`src/rtl/mem_port_arbiter_pkg.sv`:
```
`default_nettype none
// ============================================================================
//  Module      : mem_port_arbiter_pkg
//  Description : Shared types and constants for the nano processor memory
//                port arbiter: FSM state encoding and requester port indices.
//  Ports       : none (package)
//  Config      : MEMARB_RR_EN (consumed by mem_port_arbiter)
//  Revision    : 1.0  initial release
// ============================================================================
package mem_port_arbiter_pkg;

    // Arbiter sequencing states
    typedef enum logic [1:0] {
        S_IDLE   = 2'd0,
        S_ACCESS = 2'd1,
        S_RESP   = 2'd2
    } arb_state_t;

    // Requester port indices
    localparam logic c_port_cpu = 1'b0;
    localparam logic c_port_ldr = 1'b1;

endpackage : mem_port_arbiter_pkg
`default_nettype wire

```
`src/rtl/mem_arb_pick.sv`:
```
`default_nettype none
// ============================================================================
//  Module      : mem_arb_pick
//  Description : Combinational winner select for the two-port memory
//                arbiter. A lone requester always wins; on a tie the port
//                other than the last winner (i_ptr) is chosen.
//  Ports       : i_req0, i_req1 - port requests
//                i_ptr          - last-winner pointer (tie-break)
//                o_valid        - at least one request present
//                o_winner       - index of the selected port
//  Revision    : 1.0  initial release
// ============================================================================
module mem_arb_pick
    import mem_port_arbiter_pkg::*;
(
    input  logic i_req0,
    input  logic i_req1,
    input  logic i_ptr,
    output logic o_valid,
    output logic o_winner
);

    always_comb begin
        o_valid = i_req0 | i_req1;
        if (i_req0 && i_req1) begin
            o_winner = ~i_ptr;
        end else if (i_req1) begin
            o_winner = c_port_ldr;
        end else begin
            o_winner = c_port_cpu;
        end
    end

endmodule : mem_arb_pick
`default_nettype wire

```
`src/rtl/mem_port_arbiter.sv`:
```
`default_nettype none
// ============================================================================
//  Module      : mem_port_arbiter
//  Description : Shares the single-port synchronous program/data memory
//                between the CPU path (port 0) and the program loader /
//                debug port (port 1). Each access runs IDLE -> ACCESS
//                (-> RESP for reads) -> IDLE; read data is returned to the
//                port that won the access.
//  Ports       : clk, rst (async, active-low)
//                req0/we0/addr0/wdata0 -> gnt0/rvalid0/rdata0   port 0
//                req1/we1/addr1/wdata1 -> gnt1/rvalid1/rdata1   port 1
//                mem_en/mem_we/mem_addr/mem_wdata, mem_rdata    memory side
//                busy                                           not in IDLE
//  Config      : MEMARB_RR_EN defined   -> round-robin tie-break with a
//                                          1-bit last-winner pointer
//                MEMARB_RR_EN undefined -> fixed priority, port 1 > port 0
//  Revision    : 1.0  initial release
// ============================================================================
module mem_port_arbiter
    import mem_port_arbiter_pkg::*;
#(
    parameter int ADDR_W = 8,
    parameter int DATA_W = 16
) (
    input  logic              clk,
    input  logic              rst,
    input  logic              req0,
    input  logic              we0,
    input  logic [ADDR_W-1:0] addr0,
    input  logic [DATA_W-1:0] wdata0,
    output logic              gnt0,
    output logic              rvalid0,
    output logic [DATA_W-1:0] rdata0,
    input  logic              req1,
    input  logic              we1,
    input  logic [ADDR_W-1:0] addr1,
    input  logic [DATA_W-1:0] wdata1,
    output logic              gnt1,
    output logic              rvalid1,
    output logic [DATA_W-1:0] rdata1,
    output logic              mem_en,
    output logic              mem_we,
    output logic [ADDR_W-1:0] mem_addr,
    output logic [DATA_W-1:0] mem_wdata,
    input  logic [DATA_W-1:0] mem_rdata,
    output logic              busy
);

    arb_state_t r_state;
    logic       r_port;     // port owning the access in flight
    logic       w_ptr;
    logic       w_valid;
    logic       w_winner;

`ifdef MEMARB_RR_EN
    logic r_ptr;

    // Last-winner pointer, moved on every grant (lone requester included)
    always_ff @(posedge clk or negedge rst) begin
        if (!rst) begin
            r_ptr <= 1'b0;
        end else if (r_state == S_IDLE && w_valid) begin
            r_ptr <= w_winner;
        end
    end

    assign w_ptr = r_ptr;
`else
    // A pointer stuck at 0 makes every tie go to port 1
    assign w_ptr = 1'b0;
`endif

    mem_arb_pick u_pick (
        .i_req0   (req0),
        .i_req1   (req1),
        .i_ptr    (w_ptr),
        .o_valid  (w_valid),
        .o_winner (w_winner)
    );

    always_ff @(posedge clk or negedge rst) begin
        if (!rst) begin
            r_state   <= S_IDLE;
            r_port    <= c_port_cpu;
            gnt0      <= 1'b0;
            gnt1      <= 1'b0;
            rvalid0   <= 1'b0;
            rvalid1   <= 1'b0;
            rdata0    <= '0;
            rdata1    <= '0;
            mem_en    <= 1'b0;
            mem_we    <= 1'b0;
            mem_addr  <= '0;
            mem_wdata <= '0;
            busy      <= 1'b0;
        end else begin
            // Grant and read-valid are single-cycle pulses
            gnt0    <= 1'b0;
            gnt1    <= 1'b0;
            rvalid0 <= 1'b0;
            rvalid1 <= 1'b0;
            case (r_state)
                S_IDLE: begin
                    if (w_valid) begin
                        r_port  <= w_winner;
                        mem_en  <= 1'b1;
                        busy    <= 1'b1;
                        r_state <= S_ACCESS;
                        if (w_winner == c_port_ldr) begin
                            mem_we    <= we1;
                            mem_addr  <= addr1;
                            mem_wdata <= wdata1;
                            gnt1      <= 1'b1;
                        end else begin
                            mem_we    <= we0;
                            mem_addr  <= addr0;
                            mem_wdata <= wdata0;
                            gnt0      <= 1'b1;
                        end
                    end
                end
                S_ACCESS: begin
                    // Memory samples the access on this edge
                    mem_en <= 1'b0;
                    mem_we <= 1'b0;
                    if (mem_we) begin
                        r_state <= S_IDLE;
                        busy    <= 1'b0;
                    end else begin
                        r_state <= S_RESP;
                    end
                end
                S_RESP: begin
                    if (r_port == c_port_ldr) begin
                        rdata1  <= mem_rdata;
                        rvalid1 <= 1'b1;
                    end else begin
                        rdata0  <= mem_rdata;
                        rvalid0 <= 1'b1;
                    end
                    r_state <= S_IDLE;
                    busy    <= 1'b0;
                end
                default: begin
                    r_state <= S_IDLE;
                    mem_en  <= 1'b0;
                    mem_we  <= 1'b0;
                    busy    <= 1'b0;
                end
            endcase
        end
    end

endmodule : mem_port_arbiter
`default_nettype wire

```
`config.mk`:
```
export PLATFORM = sky130hd
export DESIGN_NAME = mem_port_arbiter
export DESIGN_NICKNAME = d
export VERILOG_FILES = /design/src/rtl/mem_port_arbiter_pkg.sv /design/src/rtl/mem_arb_pick.sv /design/src/rtl/mem_port_arbiter.sv
export SDC_FILE = /design/constraint.sdc
export NUM_CORES = 1
export LEC_CHECK = 0
export BUFFER_PORTS_ARGS = -buffer_cell sky130_fd_sc_hd__buf_4
export CAP_MARGIN = 10
export CORE_UTILIZATION = 46
export DETAILED_ROUTE_END_ITERATION = 6
export PLACE_DENSITY_LB_ADDON = 0.05
export SLEW_MARGIN = 25
export SYNTH_ARGS = -nofsm -noshare
export SYNTH_HDL_FRONTEND = slang
export SYNTH_SLANG_ARGS = --single-unit
```
`constraint.sdc`:
```
create_clock -name clk -period 1.7 [get_ports clk]
set_input_delay 0.255 -clock clk [delete_from_list [all_inputs] [get_ports clk]]
set_output_delay 0.255 -clock clk [all_outputs]
set_load 0.02 [all_outputs]
```
==> run summary <==
first-pass GRT wire length -> 9550 um
status -> finished, final reports clean
post-DP HPWL -> 4260 um
Crit Path Max Fanout -> 16
reg-to-reg slack, setup -> 0.18 ns
CTS resizes -> 0
CP Cell Sequence -> nor2_1 > o21ai_2 > inv_2 > buf_12 > mux2_2
Pins Over Slew Limit -> 0
Crit path arrival time -> 1.73 ns
total number of vias -> 1900
max capacitance violation total -> 0
final setup vio count -> 0
Hold Startpoint -> mem_rdata[14]
die width -> 79.1 um
setup TNS -> 0 ns
CTS Hold Bufs -> 1
Leakage Power -> 1.96 nW
initial antenna violation count -> 0
Placeable Area -> 5610 um^2
asr flop ratio synth -> 100%
Final Hold Viols -> 0
Max Clock Skew -> 0.00661 ns
Area growth syn-to-layout -> 49.7%
Worst R2R End -> mem_wdata[14]$_DFFE_PN0P_
Least-Margin Pin Slew -> 0.473 ns
peak supply drop -> 1300 uV
Crit. End Element -> register
Inserted Clock Buffers -> 9
Syn Nets -> 241
Buffers on Ports -> 132
IO Count -> 133
row count -> 27
Detail Route Antenna Nets -> 0
EDFF count, synth -> 0
WL/cell -> 14.7 um
fin nets -> 384
Crit path largest cell delay -> 0.45 ns
end-of-flow core utilization -> 73.0%
Die Height -> 79.1 um
hold crit path type -> input port to register
RSZ-0062 raised after global routing -> false
CTS sink cnt -> 66
Final min period -> 1.52 ns
drt pass-1 iters -> 4
fmax -> 0.656 GHz
WL final -> 5730 um
vias per std cell -> 4.86
DRT iter0 DRCs -> 48
Critical Path End -> mem_wdata[14]$_DFFE_PN0P_
synthesized flop and latch total -> 66
largest net degree at the start of global routing -> 38
share of layout cells above drive strength 1 -> 74.3%
DIE AREA -> 6260 um^2
RR Startpoint -> r_state[1]$_DFFE_PN0P_
count of cell types in the netlist -> 20
worst skew pair latency -> 0.33 ns
sequential fraction of the synthesis area -> 60.4%
postcts setup bufs -> 0
Remaining DRCs -> 0
Post-Syn Instances -> 171
Yosys warnings -> 0
CTS clk-pin slew, worst paths -> 0.08 ns
RePlAce Congestion -> 0.687
final worst path period share -> 89.7%
H-tree levels -> 3
crit path from -> r_state[1]$_DFFE_PN0P_
Reg2Reg Depth -> 5
CTS tree -> yes
Starting Density -> 48.8%
Mapped Area -> 2740 um^2
main flop type after synthesis -> dfrtp_1
total power -> 8.18 mW
critical path launch point type -> register
Total GRT Usage -> 20.2%
root buffer cell -> clkbuf_8
PwrDens -> 2000 nW/um^2
n_diodes -> 0
Req. time, crit path -> 1.91 ns
vias in the first global route -> 2011
grt ovf -> 0
Critical-path top delay cell -> dfrtp_1
normalized max-slew margin -> 68.3%
critical path class -> register to register
clock buffer depth -> 2
syn avg cell area -> 16.0 um^2
## final cells by class
class                      instances  area, um^2
sequential                        66        1650
fill                             395        1510
timing repair buffer             139        1080
multi-input combinational         95        1020
clock buffer                      10         128
clock inverter                     6         114
tap                               72        90.1
inverter                           3        11.3
## cells in the final DEF (no fill, tap or decap), drive strengths merged
cell,n
nand2b,1
inv,4
buf,138
a211oi,1
nor2,2
nor4b,1
dfrtp,66
bufinv,3
clkinvlp,2
nand3b,1
o21ai,2
clkbuf,10
mux2,80
nor3b,3
nand2,1
and2,1
dlygate4sd3,1
o22a,1
a21o,1
## routing by layer
layer | part of all wire (%) | vias to the layer above | track usage (%)
li1 | - | 904 | -
met1 | 43 | 891 | 26.2
met2 | 46 | 93 | 30.5
met3 | 8.9 | 12 | 5.86
met4 | 2.2 | 0 | 11.1
met5 | 0 | - | 0
## state kept, by name, summed over array words and instances, names as in the netlist, 2 cells and up
register and cells:
rdata0 16, r_state 2, rdata1 16, mem_addr 8, mem_wdata 16
## critical path, delay by kind of cell (launching register included)
family                 cells  cell delay [ns]
AOI/OAI and AO/OA          1             0.10
buffers and inverters      2             0.33
DFF                        1             0.45
muxes                      1             0.34
and+or+nand+nor            1             0.18
## how the worst min path moves through the flow
stage,cells after the start,to,slack [ns]
after floorplan,0,busy$_DFFE_PN0P_,-0.04
after global placement,1,rdata0[8]$_DFFE_PN0P_,0.21
after detailed placement,1,rdata0[8]$_DFFE_PN0P_,0.21
after CTS,2,rdata1[14]$_DFFE_PN0P_,0.15
after global routing,2,rdata0[1]$_DFFE_PN0P_,0.15
final,2,rdata1[14]$_DFFE_PN0P_,0.16
## report_power, final
part | total, mW | switching (mW) | internal [mW] | leakage (nW)
logic | 3.81 | 1.82 | 1.98 | 1.06
registers | 2.80 | 0.443 | 2.36 | 0.785
clock network | 1.57 | 0.589 | 0.980 | 0.113
## Yosys cell counts, types with 2 or more instances
cell type,count,area share (%)
dfrtp_1,66,60
nor2_1,2,0.27
mux2_2,80,33
inv_1,2,0.27
buf_6,3,1.2
buf_2,3,0.55
nor3b_1,2,0.55
## cell families (layout without fill, tap and decap cells)
group | Yosys count | after routing | share of synthesized area (%)
AOI/OAI and AO/OA | 5 | 5 | 1.37
buffers and inverters | 10 | 158 | 2.47
DFF | 66 | 66 | 60.4
and+or+nand+nor | 10 | 10 | 2.84
muxes | 80 | 80 | 32.9
## stage by stage
stage               hold slack [ns]  std cells  setup WS, ns  area, um^2
finish                        0.162        391         0.176        4090
global route                  0.147        391        0.0749        4090
CTS                           0.150        391         0.166        4090
detailed placement            0.209        374         0.188        3840
global placement              0.208        374         0.202        3840
floorplan                   -0.0406        171         0.237        2740
Note: power is estimated with default switching activity, not from simulation.
